`src/rtl/imem_boot_loader_pkg.sv`:
```
// Shared constants for the instruction-memory boot loader: state encoding and frame layout.
// Optional checksum trailer is enabled by IMEM_BOOT_CHECKSUM_EN.
package imem_boot_loader_pkg;

    typedef logic [2:0] state_t;

    localparam state_t ST_HDR_LO = 3'd0;
    localparam state_t ST_HDR_HI = 3'd1;
    localparam state_t ST_DATA   = 3'd2;
    localparam state_t ST_CSUM   = 3'd3;
    localparam state_t ST_DONE   = 3'd4;
    localparam state_t ST_ERR    = 3'd5;

    localparam int HDR_BYTES = 2;
    localparam int CSUM_W    = 8;

    function automatic logic rx_state(input state_t s);
        return (s == ST_HDR_LO) || (s == ST_HDR_HI) || (s == ST_DATA) || (s == ST_CSUM);
    endfunction

endpackage

```
`src/rtl/imem_boot_loader_if.sv`:
```
// Byte-stream input handshake plus the instruction-memory write port of the boot loader.
interface imem_boot_loader_if #(parameter int ADDR_W = 8);
    logic [7:0]        in_data;
    logic              in_valid;
    logic              in_ready;
    logic              imem_we;
    logic [ADDR_W-1:0] imem_addr;
    logic [31:0]       imem_wdata;

    modport master (output in_data, in_valid,
                    input  in_ready, imem_we, imem_addr, imem_wdata);
    modport slave  (input  in_data, in_valid,
                    output in_ready, imem_we, imem_addr, imem_wdata);
endinterface

```
`src/rtl/imem_word_packer.sv`:
```
// Packs accepted bytes little-endian into 32-bit words and issues a one-cycle write per word.
module imem_word_packer
    import imem_boot_loader_pkg::*;
#(
    parameter int ADDR_W = 8
) (
    input  logic              clk,
    input  logic              rst,
    input  logic              clr,
    input  logic              accept,
    input  logic [7:0]        byte_in,
    input  logic [ADDR_W-1:0] addr_in,
    output logic              word_last,
    output logic              imem_we,
    output logic [ADDR_W-1:0] imem_addr,
    output logic [31:0]       imem_wdata
);

    logic [1:0]      byte_idx;
    logic [2:0][7:0] lanes;

    // Byte 3 goes straight into the write word, so only three lanes are held.
    assign word_last = accept && (byte_idx == 2'd3);

    always_ff @(posedge clk) begin
        if (rst) begin
            byte_idx   <= '0;
            lanes      <= '0;
            imem_we    <= 1'b0;
            imem_addr  <= '0;
            imem_wdata <= '0;
        end else if (clr) begin
            byte_idx <= '0;
            lanes    <= '0;
            imem_we  <= 1'b0;
        end else begin
            imem_we <= word_last;
            if (accept) begin
                byte_idx <= byte_idx + 2'd1;
                for (int k = 0; k < 3; k++)
                    if (byte_idx == 2'(k)) lanes[k] <= byte_in;
            end
            if (word_last) begin
                imem_wdata <= {byte_in, lanes};
                imem_addr  <= addr_in;
            end
        end
    end

endmodule

```
`src/rtl/imem_boot_loader.sv`:
```
// Boot loader: parses a count-prefixed byte frame, writes words to imem, holds the core in reset.
// Define IMEM_BOOT_CHECKSUM_EN to require an XOR checksum byte after the payload.
module imem_boot_loader
    import imem_boot_loader_pkg::*;
#(
    parameter int ADDR_W = 8
) (
    input  logic              clk,
    input  logic              rst,
    imem_boot_loader_if.slave bus,
    input  logic              reload,
    output logic              cpu_rst,
    output logic              done,
    output logic              error
);

    localparam logic [16:0] MAX_WORDS = 17'(2 ** ADDR_W);
`ifdef IMEM_BOOT_CHECKSUM_EN
    localparam state_t ST_TAIL = ST_CSUM;
`else
    localparam state_t ST_TAIL = ST_DONE;
`endif

    state_t      state;
    logic [7:0]  cnt_lo;
    logic [15:0] n_words;
    logic [15:0] word_idx;
    logic [15:0] hdr_n;
    logic        xfer, data_acc, rearm, word_last;

    assign bus.in_ready = rx_state(state);
    assign xfer         = bus.in_valid && bus.in_ready;
    assign data_acc     = xfer && (state == ST_DATA);
    assign rearm        = reload && ((state == ST_DONE) || (state == ST_ERR));
    assign hdr_n        = {bus.in_data, cnt_lo};
    assign done         = (state == ST_DONE);
    assign error        = (state == ST_ERR);

`ifdef IMEM_BOOT_CHECKSUM_EN
    logic [CSUM_W-1:0] csum;
    always_ff @(posedge clk) begin
        if (rst || state == ST_HDR_LO) csum <= '0;
        else if (data_acc)             csum <= csum ^ bus.in_data;
    end
`endif

    always_ff @(posedge clk) begin
        if (rst) begin
            state    <= ST_HDR_LO;
            cnt_lo   <= '0;
            n_words  <= '0;
            word_idx <= '0;
            cpu_rst  <= 1'b1;
        end else begin
            // Registered release gives the core one more reset cycle after the last write.
            cpu_rst <= rearm ? 1'b1 : (state != ST_DONE);
            case (state)
                ST_HDR_LO: if (xfer) begin
                    cnt_lo <= bus.in_data;
                    state  <= ST_HDR_HI;
                end
                ST_HDR_HI: if (xfer) begin
                    n_words <= hdr_n;
                    if ({1'b0, hdr_n} > MAX_WORDS) state <= ST_ERR;
                    else if (hdr_n == 16'd0)       state <= ST_TAIL;
                    else                           state <= ST_DATA;
                end
                ST_DATA: if (word_last) begin
                    word_idx <= word_idx + 16'd1;
                    if (word_idx == n_words - 16'd1) state <= ST_TAIL;
                end
`ifdef IMEM_BOOT_CHECKSUM_EN
                ST_CSUM: if (xfer)
                    state <= (bus.in_data == csum) ? ST_DONE : ST_ERR;
`endif
                ST_DONE, ST_ERR: if (reload) begin
                    state    <= ST_HDR_LO;
                    cnt_lo   <= '0;
                    n_words  <= '0;
                    word_idx <= '0;
                end
                default: state <= ST_ERR;
            endcase
        end
    end

    imem_word_packer #(.ADDR_W(ADDR_W)) u_packer (
        .clk        (clk),
        .rst        (rst),
        .clr        (rearm),
        .accept     (data_acc),
        .byte_in    (bus.in_data),
        .addr_in    (word_idx[ADDR_W-1:0]),
        .word_last  (word_last),
        .imem_we    (bus.imem_we),
        .imem_addr  (bus.imem_addr),
        .imem_wdata (bus.imem_wdata)
    );

endmodule

```
`src/flat_wrapper.sv`:
```
// flat-port wrapper written by rule: the top's interface ports become plain ports
module imem_boot_loader_flat import imem_boot_loader_pkg::*;
#(
    parameter int ADDR_W = 8
)
  (clk, rst, reload, cpu_rst, done, error, bus_in_data, bus_in_valid, bus_in_ready, bus_imem_we, bus_imem_addr, bus_imem_wdata);
  imem_boot_loader_if #(.ADDR_W(ADDR_W)) bus_i ();
  input  logic clk;
  input  logic rst;
  input  logic reload;
  output logic cpu_rst;
  output logic done;
  output logic error;
  input wire logic [$bits(bus_i.in_data)-1:0] bus_in_data;
  input wire logic [$bits(bus_i.in_valid)-1:0] bus_in_valid;
  output wire logic [$bits(bus_i.in_ready)-1:0] bus_in_ready;
  output wire logic [$bits(bus_i.imem_we)-1:0] bus_imem_we;
  output wire logic [$bits(bus_i.imem_addr)-1:0] bus_imem_addr;
  output wire logic [$bits(bus_i.imem_wdata)-1:0] bus_imem_wdata;
  assign bus_i.in_data = bus_in_data;
  assign bus_i.in_valid = bus_in_valid;
  assign bus_in_ready = bus_i.in_ready;
  assign bus_imem_we = bus_i.imem_we;
  assign bus_imem_addr = bus_i.imem_addr;
  assign bus_imem_wdata = bus_i.imem_wdata;
  imem_boot_loader #(.ADDR_W(ADDR_W)) u_core (.clk(clk), .rst(rst), .bus(bus_i), .reload(reload), .cpu_rst(cpu_rst), .done(done), .error(error));
endmodule
```
`config.mk`:
```
export PLATFORM = sky130hd
export DESIGN_NAME = imem_boot_loader_flat
export DESIGN_NICKNAME = d
export VERILOG_FILES = /design/src/rtl/imem_boot_loader_pkg.sv /design/src/rtl/imem_boot_loader_if.sv /design/src/rtl/imem_word_packer.sv /design/src/rtl/imem_boot_loader.sv /design/src/flat_wrapper.sv
export SDC_FILE = /design/constraint.sdc
export NUM_CORES = 1
export LEC_CHECK = 0
export BUFFER_PORTS_ARGS = -buffer_cell sky130_fd_sc_hd__buf_2
export CAP_MARGIN = 30
export CORE_ASPECT_RATIO = 1.1
export CORE_UTILIZATION = 40
export DETAILED_ROUTE_END_ITERATION = 10
export HOLD_SLACK_MARGIN = 0.06
export MAX_ROUTING_LAYER = met4
export PLACE_DENSITY = 0.59
export SLEW_MARGIN = 0
export SYNTH_ARGS = -nofsm -noshare
export SYNTH_HDL_FRONTEND = slang
export SYNTH_SLANG_ARGS = --single-unit
```
`constraint.sdc`:
```
create_clock -name clk -period 2.5 [get_ports clk]
set_input_delay 0 -clock clk [delete_from_list [all_inputs] [get_ports clk]]
set_output_delay 0 -clock clk [all_outputs]
set_load 0.02 [all_outputs]
```
* Word-level counts from Yosys, hierarchy flattened *
Cells that the tools add are included.

cells by class
  $add $sub $neg = 3
  order comparisons = 1
  eq/ne operators = 15
  mux-type cells = 16
  bitwise operators = 1
  reduce and logical (&&, ||, !) cells = 24

operators with widths
  cell                                                            count
  one-hot mux 16 bit (2 select lines)                             2
  two-way mux 16 bit                                              3
  two-way mux 3 bit                                               7
  adder 16 x 1 -> 16 bit, second input constant                   1
  equality test 16 bit                                            1
  greater-than comparator 16 x 9 -> 1 bit, second input constant  1
  zero test 16 bit                                                1
  two-way mux 8 bit                                               2
  one-hot mux 8 bit (2 select lines)                              1
  subtractor 16 x 1 -> 16 bit, second input constant              1
  one-hot mux 3 bit (4 select lines)                              1
  AND reduction 3 bit                                             3
  AND reduction 2 bit                                             4
  equality test 3 x 2 -> 1 bit, second input constant             2
  equality test 3 bit, second input constant                      2
  inequality test 2 bit, second input constant                    3
  nonzero test 2 bit                                              3
  AND reduction 5 bit                                             1
  equality test 2 bit, second input constant                      2
  logical AND 1 bit                                               4
  logical OR 1 bit                                                4
  inequality test 2 x 1 -> 1 bit, second input constant           2
  OR reduction 2 bit                                              2
  equality test 3 x 1 -> 1 bit, second input constant             1
  6 further kinds                                                 6

storage, ports and cells
  register bits after elaboration = 111
  input bits = 12
  output and inout port bits = 45

* Depth between registers and ports, before layout *
Gate-level depths: netlist (run 1).

  word-level depth = 9
  depth in mapped cells = 9
  depth with buffers taken out = 8

* Modules after synthesis *
From an unflattened synthesis (run 1), not the netlist that was laid out.

second synthesis, totals
  cell total of the unflattened synthesis = 600
  area, all modules = 5,481.5 um2

by module, submodules not included
  module            instances  cells each  area an instance (um2)  sequential area each (um2)
  imem_word_packer  1          303         3,075.4                 1,341.3
  imem_boot_loader  1          297         2,406.1                 880.8

* Worst setup path after synthesis (run 1) *
Ideal clock, no wire load.

  path kind = register -> register
  from = reg u_core.n_words[0]
  to = reg u_core.state[1]
  library setup time = 0.120 ns
  arrival time = 2.367 ns
  setup slack = 0.013 ns
  cell stages (with the launch flop) = 9
  path buffers = 0
  period minus slack after synthesis = 2.487 ns
  cells stage by stage = dfxtp_1 > inv_1 > ha_1 > or3b_2 > or4_1 > a32o_1 > mux2i_1 > o21ai_0 > o31a_1

on the way
  longest elaborated chain between the ends = 4

ends and longest elaborated chain
  element                          line                    text
  start: declaration               imem_boot_loader.sv:26  logic [15:0] n_words;
  start signal: assignment         imem_boot_loader.sv:63  n_words <= hdr_n;
  subtractor 16 x 1 -> 16 bit      imem_boot_loader.sv:70  if (word_idx == n_words - 16'd1) state <= ST_TAIL;
  equality test 16 bit             imem_boot_loader.sv:70
  inequality test 2 bit (no line)  n/a
  AND reduction 5 bit (no line)    n/a
  end signal: assignment           imem_boot_loader.sv:66  else state <= ST_DATA;
  end signal: assignment           imem_boot_loader.sv:70
  end signal: assignment           imem_boot_loader.sv:77  state <= ST_HDR_LO;
  end: declaration                 imem_boot_loader.sv:24  state_t state;

No other way between the ends.
A chain may end at the register's enable or synchronous reset.

* Final worst setup path (run 1) *
  from = reg u_core.n_words[4]
  to = reg u_core.state[1]

The elaborated chain is that of the path after synthesis.

==> results.cfg, run 1 <==
[final_layout]
fin_cells = 836
final_util = 0.4935
fin_nets = 699
fillers = 1174
area_growth_pct = 18.34
diodes = 0
drive_above_1_share = 0.1618

[drt]
wl_per_cell_um = 15.59
first_iter_violations = 256
drc_errors = 0
antenna_left = 0
vias = 4521
via_per_inst = 5.408
wl_um = 13030
drt-pass1-iter-count = 5

[logic_synthesis]
synthTopCellsByCount = 143 x nand2_1, 111 x dfxtp_1, 104 x a21oi_1, 55 x nand3_1, 39 x clkbuf_1
synthMuxAreaShare = 0.002052
yosysWarningCount = 0
ys_ff_latch = 111
synth-xor-area-share = 0.04310
synthTopCellsByArea = dfxtp_1 46%, nand2_1 11%, a21oi_1 11%
seq_area_frac_synth = 0.4556
yosys.area_share.simple = 0.2645
synth.largest_area_cell = dfxtp_1
synth_compound_area_frac = 0.1701
synth_ff_type = dfxtp_1
async_reset_ff_frac = 0
synth_top_area_frac = 0.4556
yosysMostFrequentCell = nand2_1
synthCells = 628
synth-adder-area-share = 0.01539
synth_top_family_by_area = simple AND/OR/NAND/NOR gates
synth-edff-count = 0
synth_cell_types = 51
synth_area_um2 = 4877
synth.net_count = 646
avgSynthCellArea_um2 = 7.766

[floorplanning]
dieArea_um2 = 12640
ios = 57
core_um2 = 11700
rows = 41
die_w_um = 107.3
chipHeight_um = 117.8
initial_core_util = 0.4170

[setup_path]
crit_family = simple AND/OR/NAND/NOR gates
critical-path-slowest-cell = or4_4
critPathLaunchType = register
path_class = reg -> reg
path_cells = or4_4 -> or4_1 -> a32o_1 -> a211oi_2 -> o2111ai_2 -> o31a_1
end_kind = register
cp.arrival_ps = 2690
cpPeakStageDelay_ps = 570
worst-path-buf-inv = 0
critPathMaxFanout = 5
cp.required_ps = 2740

[sta]
final_max_slew_viol_count = 0
min_period_ps = 2450
clock-skew-final_ps = 8.404
fin_setup_tns_ps = 0
grt_setup_unrepaired = true
finalCritPeriodShare = 0.9800
fmax_ghz = 0.4082
slew_headroom = 0.4475
whs_ps = 131.6
hold_violations = 0
worst_pin_slew_ps = 822.4
setup_viol = 0

[power]
power_density_nw_per_um2 = 610.2
p_sw_frac = 0.2542
finalPower_w = 0.003522
p_leak_nw = 2.116
ir_worst_vdd_v = 0.0003362
p_switching_w = 0.0008954
power_frac_comb = 0.080
p_clk_frac = 0.407
pwr-share-seq = 0.512
internal-power_w = 0.002627

[clock_network]
clk_path_buf_depth = 2
cts-buffers-inserted = 9
clk_latency_ps = 360
cts.clk_slew.worst_paths_ps = 80
ctsHtreeMaxLevel = 3
cts.sink_count = 111
cts_root_buffer = clkbuf_16
cts_tree = built

[global_route]
grtUsageTotal = 0.2213
grt_pass1_vias = 4229
grt-ovfl-total = 0
grt_pass1_wl_um = 21360
grt_max_degree = 67
antenna_found_initial = 0

[place]
place.detailed.hpwl_um = 9073
placedCellCount = 809
gp_congestion = 0.8461
place.port_buffers = 56

[worst_hold_path]
min_path_type = in -> reg

[run_status]
outcome = finished clean

[run]
cap_violations = 0
## tightest hold or removal path: stages
cell and delay [ps]:
buf_2 120, a21oi_1 130, a31oi_1 50, nor2_1 80, a211oi_1 50
## power by group through the flow
stage	combinational [W]	sequential, W	clock (W)
6_report	0.000283	0.00180	0.00143
5_1_grt	0.000311	0.00181	0.00153
4_1_cts	0.000280	0.00181	0.00147
3_5_place_dp	0.000267	0.00185	0
3_3_place_gp	0.000264	0.00185	0
2_1_floorplan	0.000181	0.00184	0
## flip-flops by register name, summed over array words and instances, names as in the netlist
signal,flops
u_core.u_packer.imem_wdata,32
u_core.u_packer.lanes,24
u_core.n_words,16
u_core.word_idx,16
u_core.cnt_lo,8
u_core.u_packer.imem_addr,8
u_core.state,3
u_core.u_packer.byte_idx,2
u_core.cpu_rst,1
u_core.u_packer.imem_we,1
## through the flow
step	instance area, um2	setup slack [ps]
after floorplan	4877	13.46
after global placement	5345	64.89
after detailed placement	5345	0.4119
after CTS	5747	21.97
after global routing	5772	-16.56
final	5772	49.97
## cells by family (layout without fill, tap and decap cells)
group / count (synthesis) / after routing
AND/OR/NAND/NOR: 281 / 281
AO/OA/AOI/OAI: 145 / 145
flip-flops: 111 / 111
buffers and inverters: 60 / 118
XOR/XNOR: 24 / 24
adder cells (fa/ha/maj): 6 / 6
multiplexers: 1 / 1
## routing by layer
layer / GRT usage / up-vias / part of all wire
met2: 0.3738 / 85 / 0.51
li1: - / 2265 / -
met4: 0.08990 / 0 / 0.019
met1: 0.2620 / 2152 / 0.44
met3: 0.03212 / 19 / 0.028
met5: - / - / 0
## what timing repair did
| action | in CTS | in global routing |
|---|---|---|
| resized for setup | 1 | 7 |
| pin swaps | 0 | 2 |
| buffers inserted | 0 | 1 |
| endpoints found under the setup margin | 1 | 1 |
| hold buffers | 10 | 0 |
| hold endpoints to repair | 51 | 0 |
## layout by cell type, fill, tap and decap left out, drive strengths merged, types with 4 or more instances in the layout
cell | netlist | final
nor2 | 28 | 28
a211oi | 5 | 5
xor2 | 11 | 11
inv | 10 | 13
dfxtp | 111 | 111
clkbuf | 39 | 10
nand2b | 4 | 4
o21ai | 12 | 12
nor4 | 7 | 7
or4 | 7 | 7
nand4 | 5 | 5
nand2 | 143 | 143
nand3 | 55 | 55
or3 | 11 | 11
nor3 | 8 | 8
ha | 6 | 6
buf | 11 | 82
dlygate4sd3 | 0 | 10
xnor2 | 13 | 13
a21oi | 104 | 104
## worst paths after layout
| kind | to | cells after the start | slack (ps) | start |
|---|---|---|---|---|
| min | u_core.state[0] | 5 | 130 | bus_in_valid |
| min reg2reg | u_core.u_packer.imem_wdata[19] | 2 | 450 | u_core.u_packer.imem_wdata[19] |
| max | u_core.state[1] | 6 | 50 | u_core.n_words[4] |
| max reg2reg | u_core.state[1] | 6 | 50 | u_core.n_words[4] |
## cell type report
class / count / area, um2 / share of cell area
inverter: 10 / 37.54 / 0.006503
timing repair buffer: 92 / 575.6 / 0.09972
tap: 150 / 187.7 / 0.03252
clock buffer: 10 / 239.0 / 0.04140
clock inverter: 6 / 62.56 / 0.01084
multi-input combinational: 457 / 2441 / 0.4229
sequential: 111 / 2228 / 0.3861
Note: power is estimated with default switching activity, not from simulation.
==> run 2, diff against run 1 <==
- GPL_TIMING_DRIVEN: not set -> 1
- SETUP_SLACK_MARGIN: not set -> 0.2
==> run 2 against run 1 <==
  * Worst hold slack about the same
  * Non-clock buffer count down 2
  * Global-route usage down 0.83 points
  * Routed wire length down 2.9%
  * Core utilization up 0.17 points
  * Cell count down 0.24%
  * Combinational power up 3%
  * Critical endpoint unchanged
  * Largest power group unchanged
  * Die area unchanged
==> results.cfg, run 2 (synthesized netlist as in run 1, its figures left out) <==
[setup_path]
crit_family = simple AND/OR/NAND/NOR gates
cp.required_ps = 2750
critPathMaxFanout = 3
path_class = reg -> reg
cp-startpoint = u_core.n_words[7]
r2r_start = u_core.n_words[7]
reg2regPathDepth = 6
reg2reg_slack_ps = 60
r2r_end = u_core.state[1]
end_kind = register
critPathLaunchType = register
path_cells = or4_4 -> or4_1 -> a32o_1 -> a211oi_2 -> o2111ai_2 -> o31a_1
critical-path-slowest-cell = or4_4
cp.arrival_ps = 2690
worst-path-buf-inv = 0
cpPeakStageDelay_ps = 530

[sta]
slew_headroom = 0.5327
grt_setup_unrepaired = true
fin_ws_ps = 61.24
finalCritPeriodShare = 0.9755
setup_viol = 0
min_period_ps = 2439
fmax_ghz = 0.4100
clock-skew-final_ps = 9.198
fin_setup_tns_ps = 0
hold_violations = 0
final_max_slew_viol_count = 0
worst_pin_slew_ps = 700.9

[final_layout]
multiInputGateArea_um2 = 2462
fillers = 1194
drive_above_1_share = 0.1667
stdcell_area_um2 = 5792
top_register = u_core.u_packer.imem_wdata
diodes = 0
fin_cells = 834
top_regs = u_core.u_packer.imem_wdata: 32 flops, u_core.u_packer.lanes: 24 flops
largest_reg_flops = 32
final_common_cell = nand2_1
seqCellArea_um2 = 2230
fin_nets = 697
mostFrequentLayoutCells = 143 x nand2_1, 107 x dfxtp_1, 104 x a21oi_1, 56 x buf_2, 55 x nand3_1
area_growth_pct = 18.75
final_util = 0.4952

[place]
place.port_buffers = 56
preCtsSetupSlack_ps = -3.901
place.detailed.hpwl_um = 8610
gp_congestion = 0.8863
placedCellCount = 804
placed_cell_area_um2 = 5336

[floorplanning]
dieArea_um2 = 12640
die_w_um = 107.3
core_um2 = 11700
rows = 41
initial_core_util = 0.4170
ios = 57
chipHeight_um = 117.8

[worst_hold_path]
worstHoldEndpoint = u_core.state[0]
hp-start = bus_in_valid
min_path_type = in -> reg
timing.hold.worst_path_depth = 5

[drt]
drc_errors = 0
wl_um = 12650
via_per_inst = 5.415
vias = 4516
antenna_left = 0
wl_per_cell_um = 15.17
drt-pass1-iter-count = 5
first_iter_violations = 289

[global_route]
antenna_found_initial = 0
grt_max_degree = 71
grt_use_met2 = 0.3383
grtUsageTotal = 0.2130
busiest_layer = met2
grt_pass1_vias = 4218
grt-ovfl-total = 0
grt_use_met3 = 0.03101
use_met1 = 0.2684
grt_pass1_wl_um = 20730

[power]
power_density_nw_per_um2 = 617.8
p_leak_nw = 2.133
ir_worst_vdd_v = 0.0003592

[clock_network]
cts_root_buffer = clkbuf_16
cts.clk_slew.worst_paths_ps = 70
cts-buffers-inserted = 9
ctsHtreeMaxLevel = 3
clk_path_buf_depth = 2
cts_tree = built
clk_latency_ps = 350
cts.sink_count = 111

[run_status]
outcome = finished clean

[run]
cap_violations = 0
-- run 2: cell types whose count changed in the layout (fill, tap and decap cells not counted), moves of 2 or more --
cell	before	now
buf_4	26	24
clkinvlp_4	2	0
inv_1	10	8
inv_2	0	2
inv_6	1	3
inv_8	2	0
-- run 2: power breakdown --
part | leakage [nW] | total [W] | internal, W | switching [W]
Clock | 0.151 | 0.00148 | 0.000815 | 0.000666
Combinational | 1.08 | 0.000292 | 0.000121 | 0.000171
Sequential | 0.898 | 0.00181 | 0.00179 | 0.0000201
Total | 2.13 | 0.00358 | 0.00272 | 0.000857
-- run 2: final cells by class --
type,instances,share of cell area
Tap cell,150,0.03240
Multi-Input combinational cell,457,0.4251
Sequential cell,111,0.3850
Inverter,10,0.006481
Clock buffer,11,0.04191
Timing Repair Buffer,90,0.09851
Clock inverter,5,0.01059
-- run 2: repair_timing --
item,4_1_cts,5_1_grt
resized for setup,3,6
buffers inserted,1,4
pin swaps,0,5
hold buffers,9,0
hold endpoints to repair,49,0
setup endpoints to repair,2,6
-- run 2: worst max-delay path by stage --
stage                           end  slack, ps  depth (start not counted)
floorplan           u_core.state[1]        130                          7
global placement    u_core.state[1]        100                          6
detailed placement  u_core.state[1]         -4                          6
CTS                 u_core.state[1]         60                          6
global route        u_core.state[1]         -9                          6
finish              u_core.state[1]         60                          6
-- run 2: metal layers --
metal  up-vias  routed length [um]
met5         -                   0
met4         0                 344
met3        21                 458
met2        92                6138
met1      2131                5711
li1       2272                   -
-- run 2: per-stage QoR --
stage,hold WS [ps],total power (W)
after global routing,170.0,0.003715
final,131.6,0.003578
after CTS,119.0,0.003605
after detailed placement,333.2,0.002115
after floorplan,136.0,0.002022
after global placement,323.4,0.002111
-- run 2: worst reg2reg max path, stage by stage (launching register included) --
cell and delay [ps]:
dfxtp_2 320, or4_4 530, or4_1 520, a32o_1 240, a211oi_2 250, o2111ai_2 180, o31a_1 300
